--- src/rtl/spi_controller.sv ---
// SPI controller: one 16-bit mode-0 transaction per start, {rw,addr} then data.
// sclk is held low for IDLE_GAP cycles before done so the peripheral can reset.
module spi_controller #(
    parameter int CLK_DIV  = 4,
    parameter int IDLE_GAP = 16
) (
    input  logic       iclk,
    input  logic       rst,
    input  logic       start,
    input  logic       rw,
    input  logic [6:0] addr,
    input  logic [7:0] wdata,
    output logic       busy,
    output logic       done,
    output logic [7:0] rdata,
    output logic       sclk,
    output logic       pico,
    input  logic       poci
);

    localparam int CMAX = (CLK_DIV > IDLE_GAP) ? CLK_DIV : IDLE_GAP;
    localparam int CW   = $clog2(CMAX + 1);
    localparam logic [CW-1:0] DIV_END = CW'(CLK_DIV - 1);
    localparam logic [CW-1:0] GAP_END = CW'(IDLE_GAP - 1);

    typedef enum logic [2:0] {
        S_IDLE,
        S_SETUP,
        S_SHIFT,
        S_GAP,
        S_DONE
    } state_t;

    state_t        state_q;
    logic [CW-1:0] div_q;
    logic [3:0]    bit_q;
    logic [14:0]   tx_q;
    logic [7:0]    rx_q;
    logic          rw_q;
    logic          busy_q;
    logic          done_q;
    logic [7:0]    rdata_q;
    logic          sclk_q;
    logic          pico_q;

    assign busy  = busy_q;
    assign done  = done_q;
    assign rdata = rdata_q;
    assign sclk  = sclk_q;
    assign pico  = pico_q;

    always_ff @(posedge iclk) begin
        if (rst) begin
            state_q <= S_IDLE;
            div_q   <= '0;
            bit_q   <= '0;
            tx_q    <= '0;
            rx_q    <= '0;
            rw_q    <= 1'b0;
            busy_q  <= 1'b0;
            done_q  <= 1'b0;
            rdata_q <= 8'h00;
            sclk_q  <= 1'b0;
            pico_q  <= 1'b0;
        end else begin
            done_q <= 1'b0;
            unique case (state_q)
                S_IDLE: begin
                    sclk_q <= 1'b0;
                    pico_q <= 1'b0;
                    if (start) begin
                        // bit 15 goes straight to pico; tx_q keeps the rest
                        tx_q    <= {addr, (rw ? wdata : 8'h00)};
                        rw_q    <= rw;
                        pico_q  <= rw;
                        busy_q  <= 1'b1;
                        div_q   <= '0;
                        bit_q   <= '0;
                        state_q <= S_SETUP;
                    end
                end
                S_SETUP: begin
                    if (div_q == DIV_END) begin
                        div_q   <= '0;
                        sclk_q  <= 1'b1;
                        rx_q    <= {rx_q[6:0], poci};
                        state_q <= S_SHIFT;
                    end else begin
                        div_q <= div_q + 1'b1;
                    end
                end
                S_SHIFT: begin
                    if (div_q == DIV_END) begin
                        div_q <= '0;
                        if (sclk_q) begin
                            sclk_q <= 1'b0;
                            if (bit_q == 4'd15) begin
                                pico_q  <= 1'b0;
                                state_q <= S_GAP;
                            end else begin
                                bit_q  <= bit_q + 4'd1;
                                pico_q <= tx_q[14];
                                tx_q   <= {tx_q[13:0], 1'b0};
                            end
                        end else begin
                            sclk_q <= 1'b1;
                            rx_q   <= {rx_q[6:0], poci};
                        end
                    end else begin
                        div_q <= div_q + 1'b1;
                    end
                end
                S_GAP: begin
                    if (div_q == GAP_END) begin
                        div_q   <= '0;
                        done_q  <= 1'b1;
                        state_q <= S_DONE;
                        if (!rw_q) begin
                            rdata_q <= rx_q;
                        end
                    end else begin
                        div_q <= div_q + 1'b1;
                    end
                end
                S_DONE: begin
                    busy_q  <= 1'b0;
                    state_q <= S_IDLE;
                end
                default: begin
                    state_q <= S_IDLE;
                end
            endcase
        end
    end

endmodule
--- config.mk ---
export PLATFORM = sky130hd
export DESIGN_NAME = spi_controller
export DESIGN_NICKNAME = d
export VERILOG_FILES = /design/src/rtl/spi_controller.sv
export SDC_FILE = /design/constraint.sdc
export NUM_CORES = 1
export LEC_CHECK = 0
export BUFFER_PORTS_ARGS = -buffer_cell sky130_fd_sc_hd__buf_2
export CORE_MARGIN = 1.5
export CORE_UTILIZATION = 55
export DETAILED_ROUTE_END_ITERATION = 8
export GPL_ROUTABILITY_DRIVEN = 0
export PLACE_DENSITY = 0.77
export SLEW_MARGIN = 20
export SYNTH_ARGS = -nofsm -noshare
export SYNTH_HDL_FRONTEND = slang
export SYNTH_SLANG_ARGS = --single-unit
--- constraint.sdc ---
create_clock -name iclk -period 2.75 [get_ports iclk]
set_clock_uncertainty 0.2 [all_clocks]
set_input_delay 0.1375 -clock iclk [delete_from_list [all_inputs] [get_ports iclk]]
set_output_delay 0.1375 -clock iclk [all_outputs]
set_load 0.01 [all_outputs]
==> flow_summary.yaml <==
logic_synthesis:
  yosys.cell_count.top_type: "dfxtp_1"
  synth-edff-count: 0
  synth_nets: 271
  synth_flop_cell: "dfxtp_1"
  synthTopCellsByCount: "dfxtp_1 (48), nor2_1 (30), nand2_1 (23)"
  synth_area_leaders: "dfxtp_1 (43%), mux2i_1 (8.1%), a311oi_1 (6.3%)"
  synth_cells: 248
  yosysTopAreaCellShare_pct: 43.4
  postSynthAreaPerCell_um2: 8.93
  yosysUniqueCellTypes: 44
  ys_warn_count: 0
  ys_async_sr_fraction_pct: 0
  synth_area_mm2: 0.00222
  synth_area_leader_cell: "dfxtp_1"
  ys_seq_area_share_pct: 43.4
  ys_seq_elements: 48
sta:
  rsz0062_at_grt: "false"
  hold_ws_ns: 0.00906
  hold_viol: 0
  final.min_clock_period_ns: 2.47
  worst_pin_slew_ns: 1.05
  setup_violations: 0
  fmax_mhz: 406
  drv_slew: 0
  timing.final.crit_share_pct: 89.7
  tns_ns: 0
  maxSlewHeadroom_pct: 29.5
floorplan:
  die_w_um: 66.5
  die_h_um: 66.5
  initial_utilization_pct: 58.8
  core_area_mm2: 0.00377
  placementRows: 22
  die_area_mm2: 0.00442
  io_pins: 32
grt:
  grt_max_degree: 28
  grt_pass1_wl_um: 8420
  grt_pass1_vias: 1839
  grt.overflow.total: 0
  track_usage_pct: 24.5
  antenna_found_initial: 0
setup_path:
  cp-end-kind: "flop"
  max_stage_delay_ns: 0.65
  required_ns: 2.76
  rrSetupSlack_ns: 0.28
  crit_chain: "ha_1 > or4b_1 > o21ai_4 > a21oi_1 > a311oi_1"
  crit_family: "compound AO/OA/AOI/OAI gates"
  arrival_ns: 2.47
  critPathSlowestCell: "or4b_1"
  reg2reg_depth: 5
  path_class: "flop to flop"
  crit_fanout: 16
  rr_startpoint: "div_q[0]"
  startpoint_type: "flop"
  crit_buf_inv: 0
  reg2reg_to: "tx_q[7]"
cells_and_area:
  postLayoutCellArea_mm2: 0.00270
  area_growth_pct: 21.7
  fin_cells: 342
  final_nets: 316
  n_antenna_cell: 0
  drive_gt1_share_pct: 19.4
drt:
  ant_nets: 0
  wl_um: 5020
  via_per_inst: 5.82
  vias: 1991
  wl_per_cell_um: 14.7
  drc: 0
  first_pass_iters: 4
  drtIter0Drc: 224
power_and_ir_drop:
  combPwrFrac_pct: 36.6
  p_seq_share_pct: 40.2
  clkPwrFrac_pct: 23.3
  swShare_pct: 37.1
  p_leak_nw: 1.02
  vdd_ir_drop_max_mv: 0.795
  p_int_mw: 1.48
  p_switching_mw: 0.870
  power_density_mw_per_mm2: 870
  power.total_mw: 2.35
placed_design:
  port-buffer-count: 31
  dp_hpwl_um: 3120
  placed_cell_area_mm2: 0.00241
  placedCellCount: 318
cts:
  clk_pin_slew_ns: 0.09
  cts_made_buffers: 5
  post-cts-setup-buffer-count: 0
  cts_num_sinks: 48
  clkLatencyLatePin_ns: 0.30
  cts_buffer_depth: 2
  cts_tree: "built"
  h-tree-depth: 2
  cts_root_buffer: "clkbuf_8"
min_path:
  hp-start: "rw"
  hp-class: "input pin to flop"
  hold_depth: 3
  min_to: "tx_q[1]"
flow_run:
  cap_violations: 0
outcome:
  outcome: "complete, no violations"
## layout make-up
type	instances	area [um2]
multi-input cells	181	1170
fillers	292	1070
flip-flops and latches	48	961
repair buffers	54	368
clock buffers	6	82.6
well taps	48	60.1
clock inverters	2	38.8
inverters	3	11.3
## flip-flops by register name (all words and copies together) (netlist names)
name / flops
div_q: 5
state_q: 3
rw_q: 1
bit_q: 4
tx_q: 15
done: 1
rx_q: 8
busy: 1
sclk: 1
pico: 1
rdata: 8
## power groups by stage
stage | clock, mW | combinational (mW) | sequential (mW)
after global placement | 0 | 0.798 | 0.953
after global routing | 0.582 | 0.938 | 0.960
after floorplan | 0 | 0.657 | 0.914
after CTS | 0.544 | 0.843 | 0.940
after detailed placement | 0 | 0.821 | 0.953
final | 0.545 | 0.858 | 0.942
## timing repair
item / in CTS / in global routing
gates resized for setup: 0 / 1
hold buffers: 16 / 0
endpoints found under the setup margin: 0 / 15
endpoints found under the hold margin: 17 / 0
## placed cells by master, fill, tap and decap left out, types with 5 or more instances in the layout
cell,Yosys,routed
a311oi_1,16,16
mux2i_1,18,18
dfxtp_1,48,48
clkbuf_8,0,6
buf_4,2,7
dlygate4sd3_1,0,16
o21ai_0,5,5
nor2_1,30,29
a21oi_1,21,21
nand3_1,20,20
nand2_1,23,23
buf_2,3,31
## routing by layer
| metal | up-vias | part of all wire [%] | track usage [%] |
|---|---|---|---|
| li1 | 1006 | - | - |
| met1 | 937 | 48 | 32.6 |
| met2 | 43 | 47 | 39.5 |
| met3 | 5 | 3.8 | 5.07 |
| met4 | 0 | 1.2 | 8.16 |
| met5 | - | 0 | 0 |
## through the flow
stage               worst slack, ns  util [%]
detailed placement            0.255      64.0
CTS                           0.219      71.4
finish                        0.284      71.5
global placement              0.334      64.0
floorplan                     0.592         -
global route                  0.142      71.5
## worst reg2reg max path, stage by stage, from the launching register on
cell and delay [ns]:
dfxtp_1 0.38, ha_1 0.25, or4b_1 0.65, o21ai_4 0.44
a21oi_1 0.14, a311oi_1 0.30
## cells by family after synthesis
group,count (synthesis),synth area share (%)
simple gates,102,24.1
compound gates,56,18.1
flops,48,43.4
buf+inv,19,3.73
mux,19,8.64
fa+ha+maj,3,1.69
xor+xnor,1,0.395
## worst max-delay path by stage
stage	cells past startpoint	to	start
5_1_grt	5	rx_q[6]	div_q[0]
3_5_place_dp	6	tx_q[12]	div_q[0]
4_1_cts	6	tx_q[7]	div_q[0]
3_3_place_gp	6	bit_q[3]	div_q[0]
2_1_floorplan	6	rx_q[7]	div_q[0]
6_report	5	tx_q[7]	div_q[0]
Note: power is estimated with default switching activity, not from simulation.
